<file path="src/rtl/idex_skid_stage.sv">
// ID/EX pipeline stage with valid/ready handshake and a two-entry skid buffer.
// The main entry drives the execute-side outputs and the skid entry absorbs the
// one extra bundle that can arrive while in_ready is still high. Flush squashes
// both entries. Bubbles force WB/MEM/jump control to zero. A saturating counter
// counts stalled cycles.
module idex_skid_stage #(
  parameter int unsigned DATA_W  = 32,
  parameter int unsigned REG_W   = 5,
  parameter int unsigned ALUOP_W = 3,
  parameter int unsigned WB_W    = 2,
  parameter int unsigned MEM_W   = 3,
  parameter int unsigned JADDR_W = 26,
  parameter int unsigned CNT_W   = 16
) (
  input  logic                 clkIDEX,
  input  logic                 rstIDEX_n,
  input  logic                 in_valid,
  output logic                 in_ready,
  input  logic                 flush,
  input  logic [WB_W-1:0]      WB1,
  input  logic [MEM_W-1:0]     M1,
  input  logic [ALUOP_W+1:0]   EX,
  input  logic [DATA_W-1:0]    fIFIDa4,
  input  logic [DATA_W-1:0]    fBR1,
  input  logic [DATA_W-1:0]    fBR2,
  input  logic [DATA_W-1:0]    fSE,
  input  logic [REG_W-1:0]     fIns1,
  input  logic [REG_W-1:0]     fIns2,
  input  logic                 jump_in,
  input  logic [JADDR_W-1:0]   insad_in,
  output logic                 out_valid,
  input  logic                 out_ready,
  output logic [WB_W-1:0]      Wb1,
  output logic [MEM_W-1:0]     Mem1,
  output logic                 RegDst,
  output logic [ALUOP_W-1:0]   ALUOp,
  output logic                 ALUSrc,
  output logic [DATA_W-1:0]    tAdd,
  output logic [DATA_W-1:0]    tALU,
  output logic [DATA_W-1:0]    tMux32,
  output logic [DATA_W-1:0]    tACsl,
  output logic [REG_W-1:0]     tMux5_1,
  output logic [REG_W-1:0]     tMux5_2,
  output logic                 jump_out,
  output logic [JADDR_W-1:0]   insad_out,
  output logic [CNT_W-1:0]     stall_cnt
);

  typedef struct packed {
    logic [WB_W-1:0]    wb;
    logic [MEM_W-1:0]   mem;
    logic [ALUOP_W+1:0] ex;
    logic [DATA_W-1:0]  a4;
    logic [DATA_W-1:0]  br1;
    logic [DATA_W-1:0]  br2;
    logic [DATA_W-1:0]  se;
    logic [REG_W-1:0]   ins1;
    logic [REG_W-1:0]   ins2;
    logic               jump;
    logic [JADDR_W-1:0] insad;
  } bundle_t;

  typedef enum logic [1:0] {
    S_EMPTY,
    S_BUSY,
    S_FULL
  } state_t;

  state_t           state_q, state_d;
  bundle_t          main_q, main_d;
  bundle_t          skid_q, skid_d;
  logic [CNT_W-1:0] stall_cnt_q, stall_cnt_d;
  bundle_t          in_bundle;
  logic             accept;
  logic             issue;

  // Valid bits are decoded from the registered state, so in_ready never sees out_ready.
  assign in_ready  = (state_q != S_FULL);
  assign out_valid = (state_q != S_EMPTY);
  assign accept    = in_valid & in_ready;
  assign issue     = out_valid & out_ready;

  assign in_bundle = '{wb: WB1, mem: M1, ex: EX, a4: fIFIDa4, br1: fBR1, br2: fBR2,
                       se: fSE, ins1: fIns1, ins2: fIns2, jump: jump_in, insad: insad_in};

  // Next-state, entry movement and stall counting.
  always_comb begin
    state_d     = state_q;
    main_d      = main_q;
    skid_d      = skid_q;
    stall_cnt_d = stall_cnt_q;

    unique case (state_q)
      S_EMPTY: begin
        if (accept) begin
          main_d  = in_bundle;
          state_d = S_BUSY;
        end
      end
      S_BUSY: begin
        if (accept && issue) begin
          main_d = in_bundle;
        end else if (accept) begin
          skid_d  = in_bundle;
          state_d = S_FULL;
        end else if (issue) begin
          state_d = S_EMPTY;
        end
      end
      S_FULL: begin
        if (issue) begin
          main_d  = skid_q;
          state_d = S_BUSY;
        end
      end
      default: state_d = S_EMPTY;
    endcase

    // Flush overrides everything: drop held entries, keep data fields as they were.
    if (flush) begin
      state_d = S_EMPTY;
      main_d  = main_q;
      skid_d  = skid_q;
    end

    if (out_valid && !out_ready && (stall_cnt_q != '1)) begin
      stall_cnt_d = stall_cnt_q + CNT_W'(1);
    end
  end

  // State, entry and counter registers.
  always_ff @(posedge clkIDEX or negedge rstIDEX_n) begin
    if (!rstIDEX_n) begin
      state_q     <= S_EMPTY;
      main_q      <= '0;
      skid_q      <= '0;
      stall_cnt_q <= '0;
    end else begin
      state_q     <= state_d;
      main_q      <= main_d;
      skid_q      <= skid_d;
      stall_cnt_q <= stall_cnt_d;
    end
  end

  // Output decode; bubbles force side-effecting control to zero.
  always_comb begin
    Wb1       = out_valid ? main_q.wb : '0;
    Mem1      = out_valid ? main_q.mem : '0;
    jump_out  = out_valid & main_q.jump;
    RegDst    = main_q.ex[0];
    ALUOp     = main_q.ex[ALUOP_W:1];
    ALUSrc    = main_q.ex[ALUOP_W+1];
    tAdd      = main_q.a4;
    tALU      = main_q.br1;
    tMux32    = main_q.br2;
    tACsl     = main_q.se;
    tMux5_1   = main_q.ins1;
    tMux5_2   = main_q.ins2;
    insad_out = main_q.insad;
    stall_cnt = stall_cnt_q;
  end

endmodule

</file>
<file path="config.mk">
export PLATFORM = sky130hd
export DESIGN_NAME = idex_skid_stage
export DESIGN_NICKNAME = d
export VERILOG_FILES = /design/src/rtl/idex_skid_stage.sv
export SDC_FILE = /design/constraint.sdc
export NUM_CORES = 1
export LEC_CHECK = 0
export BUFFER_PORTS_ARGS = -buffer_cell sky130_fd_sc_hd__buf_4
export CAP_MARGIN = 10
export CELL_PAD_IN_SITES_DETAIL_PLACEMENT = 0
export CELL_PAD_IN_SITES_GLOBAL_PLACEMENT = 1
export CORE_ASPECT_RATIO = 0.7
export CORE_MARGIN = 2
export CORE_UTILIZATION = 46
export CTS_CLUSTER_SIZE = 20
export DETAILED_ROUTE_END_ITERATION = 16
export GPL_ROUTABILITY_DRIVEN = 0
export GPL_TIMING_DRIVEN = 1
export HOLD_SLACK_MARGIN = 0.03
export PLACE_DENSITY = 0.9
export SLEW_MARGIN = 5
export SYNTH_ARGS = -nofsm -noshare
export SYNTH_HDL_FRONTEND = slang
export SYNTH_SLANG_ARGS = --single-unit
export TNS_END_PERCENT = 20
</file>
<file path="constraint.sdc">
create_clock -name clkIDEX -period 4.65 [get_ports clkIDEX]
set_input_delay 1.395 -clock clkIDEX [delete_from_list [all_inputs] [get_ports clkIDEX]]
set_output_delay 1.395 -clock clkIDEX [all_outputs]
set_load 0.1 [all_outputs]
</file>
==> results of run 1 <==
==> routing by layer <==
metal | vias up | part of all wire (%)
met4 | 0 | 2.5
met5 | - | 0
li1 | 5332 | -
met3 | 69 | 6.1
met1 | 5766 | 43
met2 | 267 | 49
==> flip-flops by register name, summed over array words and instances, names as in the netlist <==
signal	flops
skid_q	175
tACsl	32
tALU	32
tAdd	32
tMux32	32
insad_out	26
stall_cnt	16
main_q	6
tMux5_1	5
tMux5_2	5
ALUOp	3
state_q	2
ALUSrc	1
RegDst	1
==> path summary, 6_finish.rpt <==
path / to / slack (ns) / cells after the start
max reg2reg: tMux32[2] / 2.18 / 5
min in group asynchronous: skid_q[0] / 0.91 / 1
min: skid_q[16] / 0.49 / 1
max: in_ready / 1.26 / 3
min reg2reg: skid_q[16] / 0.49 / 1
max in group asynchronous: skid_q[88] / 2.78 / 3
==> kinds of logic (layout without fill, tap and decap cells) <==
family                     count (synthesis)  count (layout)  share of synthesized area, %
AOI/OAI and AO/OA                          5               5                         0.202
xor gates and xnor gates                  15              15                         0.759
adders and majority gates                  1               1                        0.0722
buffers and inverters                    249             464                          9.61
DFF                                      368             368                          53.2
muxes                                    351             351                          22.8
and+or+nand+nor                          579             579                          13.4
==> synthesized netlist by cell type <==
master / number
a21oi_1: 2
a21oi_2: 1
and3_1: 2
and4_1: 1
buf_1: 1
buf_2: 49
buf_4: 178
clkbuf_1: 19
dfrtp_1: 368
ha_1: 1
inv_1: 1
inv_2: 1
mux2_1: 9
mux2_2: 342
nand2_1: 535
nand2b_1: 2
nand3_1: 4
nand3b_1: 1
nand4_1: 4
nor2_1: 2
nor2_2: 1
nor2b_1: 8
nor3_1: 7
nor3b_1: 2
nor3b_2: 1
nor4_1: 2
nor4_2: 5
o21a_1: 1
o22a_1: 1
or2_1: 1
or4b_4: 1
xor2_1: 15
==> final cells by class <==
type / count / area [um2]
Tap cell: 488 / 611
Timing Repair Buffer: 394 / 3100
Inverter: 2 / 12.5
Multi-Input combinational cell: 951 / 6470
Clock buffer: 58 / 1170
Fill cell: 3129 / 16500
Clock inverter: 10 / 105
Sequential cell: 368 / 9210
==> power groups by stage <==
stage	Combinational [mW]	Clock [mW]	Sequential [mW]
2_1_floorplan	3.69	0	4.59
3_3_place_gp	4.40	0	4.43
3_5_place_dp	4.47	0	4.48
4_1_cts	4.48	3.18	4.43
5_1_grt	4.60	3.34	4.54
6_report	4.44	3.10	4.44
==> qor.csv, run 1 <==
stage,metric,value,unit
run_status,outcome,completed,
timing,timing_max_transition_violations_final,0,
placement,place_area,19400,um2
timing,max_clock_freq,295,MHz
power,internal_power,7.04,mW
drt,vias,11400,
clock_network,cts_tree,done,
drt,totalWireLength,41200,um
critical_path,crit_path_end_kind,output pin,
timing,finalCritPeriodShare,72.9,%
final_layout,finish.instance_area,20700,um2
critical_path,critical_path.max_fanout,63,
synthesis,synthDistinctLibCells,32,
power,seq_pwr_share,37.0,%
clock_network,cts_setup_buffers,0,
synthesis,synth_seq_area_share,53.2,%
timing,rsz0062_at_grt,false,
timing,tightest_slew,0.938,ns
final_layout,nets,1936,
final_layout,drive_above_1_share,45.2,%
clock_network,cts.path.max_buffers,3,
global_route,use_met1,27.0,%
final_layout,finalNonFillerCells,2271,
timing,finalSetupTns,0,ns
drt,drtPass1Iterations,5,
power,power_frac_comb,37.1,%
clock_network,ctsHtreeMaxLevel,2,
drt,via_per_inst,5.03,
final_layout,diodes,0,
critical_path,worst_setup_path_startpoint,state_q[1],
synthesis,netlist.area_leader.share,53.2,%
timing,hold_violations,0,
global_route,grt_first_pass_wirelength,66700,um
power,total_leakage_power,10.0,nW
critical_path,crit_path_top_delay_cell,dfrtp_1,
global_route,grt.busiest_layer,met2,
final_layout,synth_to_layout_area_growth,19.4,%
timing,setup_viol,0,
final_layout,final_common_cell,nand2_1,
clock_network,hold_buffers,0,
floorplan,initial_utilization,46.6,%
synthesis,netlist_top_cells_area,"dfrtp_1 (53%), mux2_2 (22%), nand2_1 (12%)",
timing,fin_skew,0.0104,ns
final_layout,mostFrequentLayoutCells,"nand2_1 (535), buf_4 (382), dfrtp_1 (368)",
floorplan,fp-row-count,59,
placement,placed_cells,2203,
min_path,worstHoldStart,skid_q[16],
clock_network,cts_bufs_inserted,38,
global_route,maximum_number_of_pins_on_one_net_before_global_route_repair,177,
drt,detailedRoute.firstIterationViolations,653,
floorplan,num_io_pins,373,
synthesis,syn_area,17300,um2
global_route,grt_util_met3,5.44,%
critical_path,crit_path_launch_type,flop,
critical_path,worst_ep_required_time,3.25,ns
floorplan,floorplan.die_area,39200,um2
min_path,hold_class,flop to flop,
clock_network,clockRootBuffer,clkbuf_16,
critical_path,slowest_delay,0.45,ns
synthesis,synth_warnings,0,
synthesis,postSynthRegisterBits,368,
critical_path,critPathBufInv,2,
drt,route.detailed.drc,0,
power,total_power,12.0,mW
power,power_frac_clock,25.9,%
power,power.net_switching,4.94,mW
drt,final_antenna_net_count,0,
synthesis,syn-instance-count,1568,
flow_run,maxCapViolCount,0,
floorplan,design.core.area,37100,um2
timing,layout_setup_ws,1.26,ns
final_layout,utilization,55.7,%
placement,hpwl,27300,um
clock_network,clock_insertion_delay_worst_skew,0.52,ns
placement,detailedPlace.worstSlack,1.15,ns
synthesis,mappedNetlistNets,1749,
drt,detailed_route_wire_length_per_cell,18.1,um
global_route,grtUsageMet2,35.1,%
placement,portBuffers,372,
timing,worst_slew_margin_rel,37.4,%
power,worst_voltage_drop_across_the_vdd_grid,315,uV
power,pwr_density_cell,579,nW/um2
global_route,grt_usage,21.0,%
critical_path,regToRegStartpoint,state_q[1],
power,power.share.switching,41.3,%
critical_path,crit_family,buffers and inverters,
floorplan,die_y,166,um
critical_path,worst-setup-path-type,flop to output pin,
timing,finalHoldWorstSlack,0.488,ns
clock_network,cts_num_sinks,368,
synthesis,mapped_avg_cell_area,11.0,um2
global_route,grt_overflow,0,
synthesis,synth_top_cell_by_area,dfrtp_1,
global_route,grt_pass1_vias,12300,
critical_path,crit_chain,nor2b_4 -> inv_6 -> buf_4,
global_route,grt_antenna_before_repair,0,
floorplan,chipWidth,236,um
critical_path,crit_arrival,2.00,ns
clock_network,clkTransAtPathRegs,0.06,ns
clock_network,ctsResizeCount,0,
timing,min_period,3.39,ns
(Power assumes the default switching activity.)
==> inputs of run 2 (changes only) <==
--- a/config.mk
+++ b/config.mk
@@ -11,13 +11,13 @@
 export CELL_PAD_IN_SITES_GLOBAL_PLACEMENT = 1
 export CORE_ASPECT_RATIO = 0.7
 export CORE_MARGIN = 2
-export CORE_UTILIZATION = 46
+export CORE_UTILIZATION = 39
 export CTS_CLUSTER_SIZE = 20
 export DETAILED_ROUTE_END_ITERATION = 16
 export GPL_ROUTABILITY_DRIVEN = 0
 export GPL_TIMING_DRIVEN = 1
 export HOLD_SLACK_MARGIN = 0.03
-export PLACE_DENSITY = 0.9
+export PLACE_DENSITY = 0.82
 export SLEW_MARGIN = 5
 export SYNTH_ARGS = -nofsm -noshare
 export SYNTH_HDL_FRONTEND = slang
==> constraint.sdc (replaced) <==
create_clock -name clkIDEX -period 2.9 [get_ports clkIDEX]
set_input_delay 0.87 -clock clkIDEX [delete_from_list [all_inputs] [get_ports clkIDEX]]
set_output_delay 0.87 -clock clkIDEX [all_outputs]
set_load 0.1 [all_outputs]
==> run 2 against run 1 <==
Worst setup slack worse by 1.1 ns. Die area up 18%. Global-route usage down 2.9 points. First-iteration DRC count down 23%. Non-clock buffer count up 3. Critical path depth unchanged. Routed wire length up 2.1%. Sequential power up 60%. Largest cell class unchanged.
==> qor.csv, run 2 (synthesis gave the netlist of run 1 again) <==
stage,metric,value,unit,change
run_status,outcome,completed,,
critical_path,critical_path.max_fanout,38,,-40%
clock_network,cts.path.max_buffers,3,,unchanged
final_layout,nets,1941,,+0.26%
floorplan,num_io_pins,373,,unchanged
global_route,grt_antenna_before_repair,0,,unchanged
power,pwr_density_cell,931,nW/um2,+61%
timing,rsz0062_at_grt,false,,
timing,setup_viol,0,,unchanged
clock_network,hold_buffers,0,,unchanged
clock_network,cts_num_sinks,368,,unchanged
critical_path,crit_path_launch_type,flop,,
critical_path,crit_path_top_delay_cell,dfrtp_1,,
power,seq_pwr_share,36.4,%,-0.6 points
drt,drtPass1Iterations,4,,-1
clock_network,clockRootBuffer,clkbuf_16,,
timing,min_period,2.70,ns,
timing,tightest_slew,0.899,ns,-0.0398 ns
power,power_frac_clock,27.1,%,+1.2 points
final_layout,mostFrequentLayoutCells,"nand2_1 (535), buf_4 (382), dfrtp_1 (368)",,
timing,layout_setup_ws,0.196,ns,-1.06 ns
timing,hold_violations,0,,unchanged
power,worst_voltage_drop_across_the_vdd_grid,541,uV,+72%
final_layout,max_ffs_per_register,175,,unchanged
final_layout,utilization,48.0,%,-7.7 points
timing,finalCritPeriodShare,93.2,%,
floorplan,design.core.area,43700,um2,+18%
power,internal_power,11.5,mW,+64%
drt,detailed_route_wire_length_per_cell,17.7,um,-2.6%
critical_path,crit_arrival,1.83,ns,-0.17 ns
critical_path,worst-setup-path-type,flop to output pin,,
critical_path,crit_family,buffers and inverters,,
critical_path,worst_ep_required_time,2.03,ns,-1.22 ns
final_layout,synth_to_layout_area_growth,21.0,%,
timing,timing_max_transition_violations_final,0,,unchanged
final_layout,diodes,0,,unchanged
clock_network,clock_insertion_delay_worst_skew,0.53,ns,about the same
final_layout,final_common_cell,nand2_1,,
placement,portBuffers,372,,unchanged
global_route,maximum_number_of_pins_on_one_net_before_global_route_repair,177,,unchanged
clock_network,clkTransAtPathRegs,0.06,ns,about the same
critical_path,crit_chain,nor2b_4 -> inv_6 -> buf_4,,
clock_network,ctsHtreeMaxLevel,2,,unchanged
clock_network,cts_tree,done,,
critical_path,crit_path_end_kind,output pin,,
floorplan,fp-row-count,64,,+8.5%
floorplan,floorplan.die_area,46100,um2,+18%
floorplan,chipWidth,256,um,+8.5%
power,power.net_switching,8.00,mW,+62%
final_layout,layout.filler_cells,3961,,+27%
drt,via_per_inst,4.74,,-5.8%
placement,place_area,19600,um2,+0.99%
final_layout,finish.instance_area,21000,um2,+1.4%
clock_network,cts_setup_buffers,0,,unchanged
power,power_frac_comb,36.5,%,-0.6 points
drt,final_antenna_net_count,0,,unchanged
final_layout,largest_register,skid_q,,
critical_path,slowest_delay,0.44,ns,about the same
global_route,grt_overflow,0,,unchanged
drt,detailedRoute.firstIterationViolations,504,,-23%
power,total_power,19.5,mW,+63%
global_route,grt_pass1_vias,11900,,-3.0%
min_path,hold_class,input port to asynchronous set/reset pin,,
flow_run,maxCapViolCount,0,,unchanged
drt,totalWireLength,42000,um,+2.1%
floorplan,initial_utilization,39.6,%,-7.0 points
timing,max_clock_freq,370,MHz,
power,total_leakage_power,10.1,nW,+0.82%
placement,detailedPlace.worstSlack,0.292,ns,-0.861 ns
global_route,grt_first_pass_wirelength,67500,um,+1.2%
clock_network,cts_bufs_inserted,40,,+5.3%
timing,finalSetupTns,0,ns,unchanged
power,power.share.switching,41.0,%,-0.27 points
timing,finalHoldWorstSlack,0.293,ns,-0.195 ns
critical_path,critPathBufInv,2,,unchanged
placement,placed_cells,2312,,+4.9%
placement,hpwl,27700,um,+1.4%
final_layout,drive_above_1_share,45.6,%,+0.40 points
drt,route.detailed.drc,0,,unchanged
final_layout,finalNonFillerCells,2381,,+4.8%
clock_network,ctsResizeCount,0,,unchanged
timing,worst_slew_margin_rel,40.1,%,+2.7 points
drt,vias,11300,,-1.2%
floorplan,die_y,180,um,+8.4%
global_route,grt_usage,18.2,%,-2.9 points
timing,fin_skew,0.0112,ns,+0.000747 ns
## run 2: changes by cell type in the layout (fill, tap and decap cells not counted)
cell / before / now
clkinv_4: 0 / 1
clkinvlp_4: 2 / 1
bufinv_16: 2 / 4
clkinv_2: 6 / 8
clkbuf_16: 41 / 42
buf_12: 11 / 14
clkinv_8: 0 / 1
clkbuf_1: 9 / 4
## run 2: power by group through the flow
stage | registers (mW) | logic [mW] | clock network, mW
2_1_floorplan | 7.36 | 5.92 | 0
3_3_place_gp | 7.12 | 7.08 | 0
3_5_place_dp | 7.19 | 7.18 | 0
4_1_cts | 7.11 | 7.19 | 5.44
5_1_grt | 7.28 | 7.39 | 5.69
6_report | 7.11 | 7.13 | 5.29
## run 2: final timing paths
check / from / endpoint / slack [ns] / cells past startpoint
setup reg to reg: state_q[0] / stall_cnt[1] / 0.80 / 4
hold reg to reg: skid_q[69] / skid_q[69] / 0.49 / 1
setup / recovery: state_q[1] / in_ready / 0.20 / 3
max in group asynchronous: rstIDEX_n / skid_q[96] / 1.80 / 2
min in group clkIDEX: skid_q[69] / skid_q[69] / 0.49 / 1
hold / removal: rstIDEX_n / skid_q[82] / 0.29 / 1
## run 2: worst register-to-register path, delay by kind of cell, from the launching register on
family / cells / cell delay, ns
muxes: 1 / 0.31
DFF: 1 / 0.46
and+or+nand+nor: 3 / 1.22
## run 2: cell type report
class / count / area, um2 / share of cell area [%]
multi-input cells: 951 / 6470 / 30.9
repair buffers: 397 / 3160 / 15.1
clock buffers: 54 / 1180 / 5.61
inverters: 2 / 12.5 / 0.0597
well taps: 594 / 743 / 3.55
flip-flops and latches: 368 / 9210 / 43.9
clock inverters: 15 / 193 / 0.919
## run 2: routing by layer
metal | wire [um] | vias to the layer above | GRT usage (%)
met1 | 18500 | 5620 | 23.7
met2 | 19600 | 253 | 29.1
li1 | - | 5326 | -
met3 | 2400 | 94 | 4.89
met4 | 1560 | 0 | 6.71
met5 | 0 | - | 0
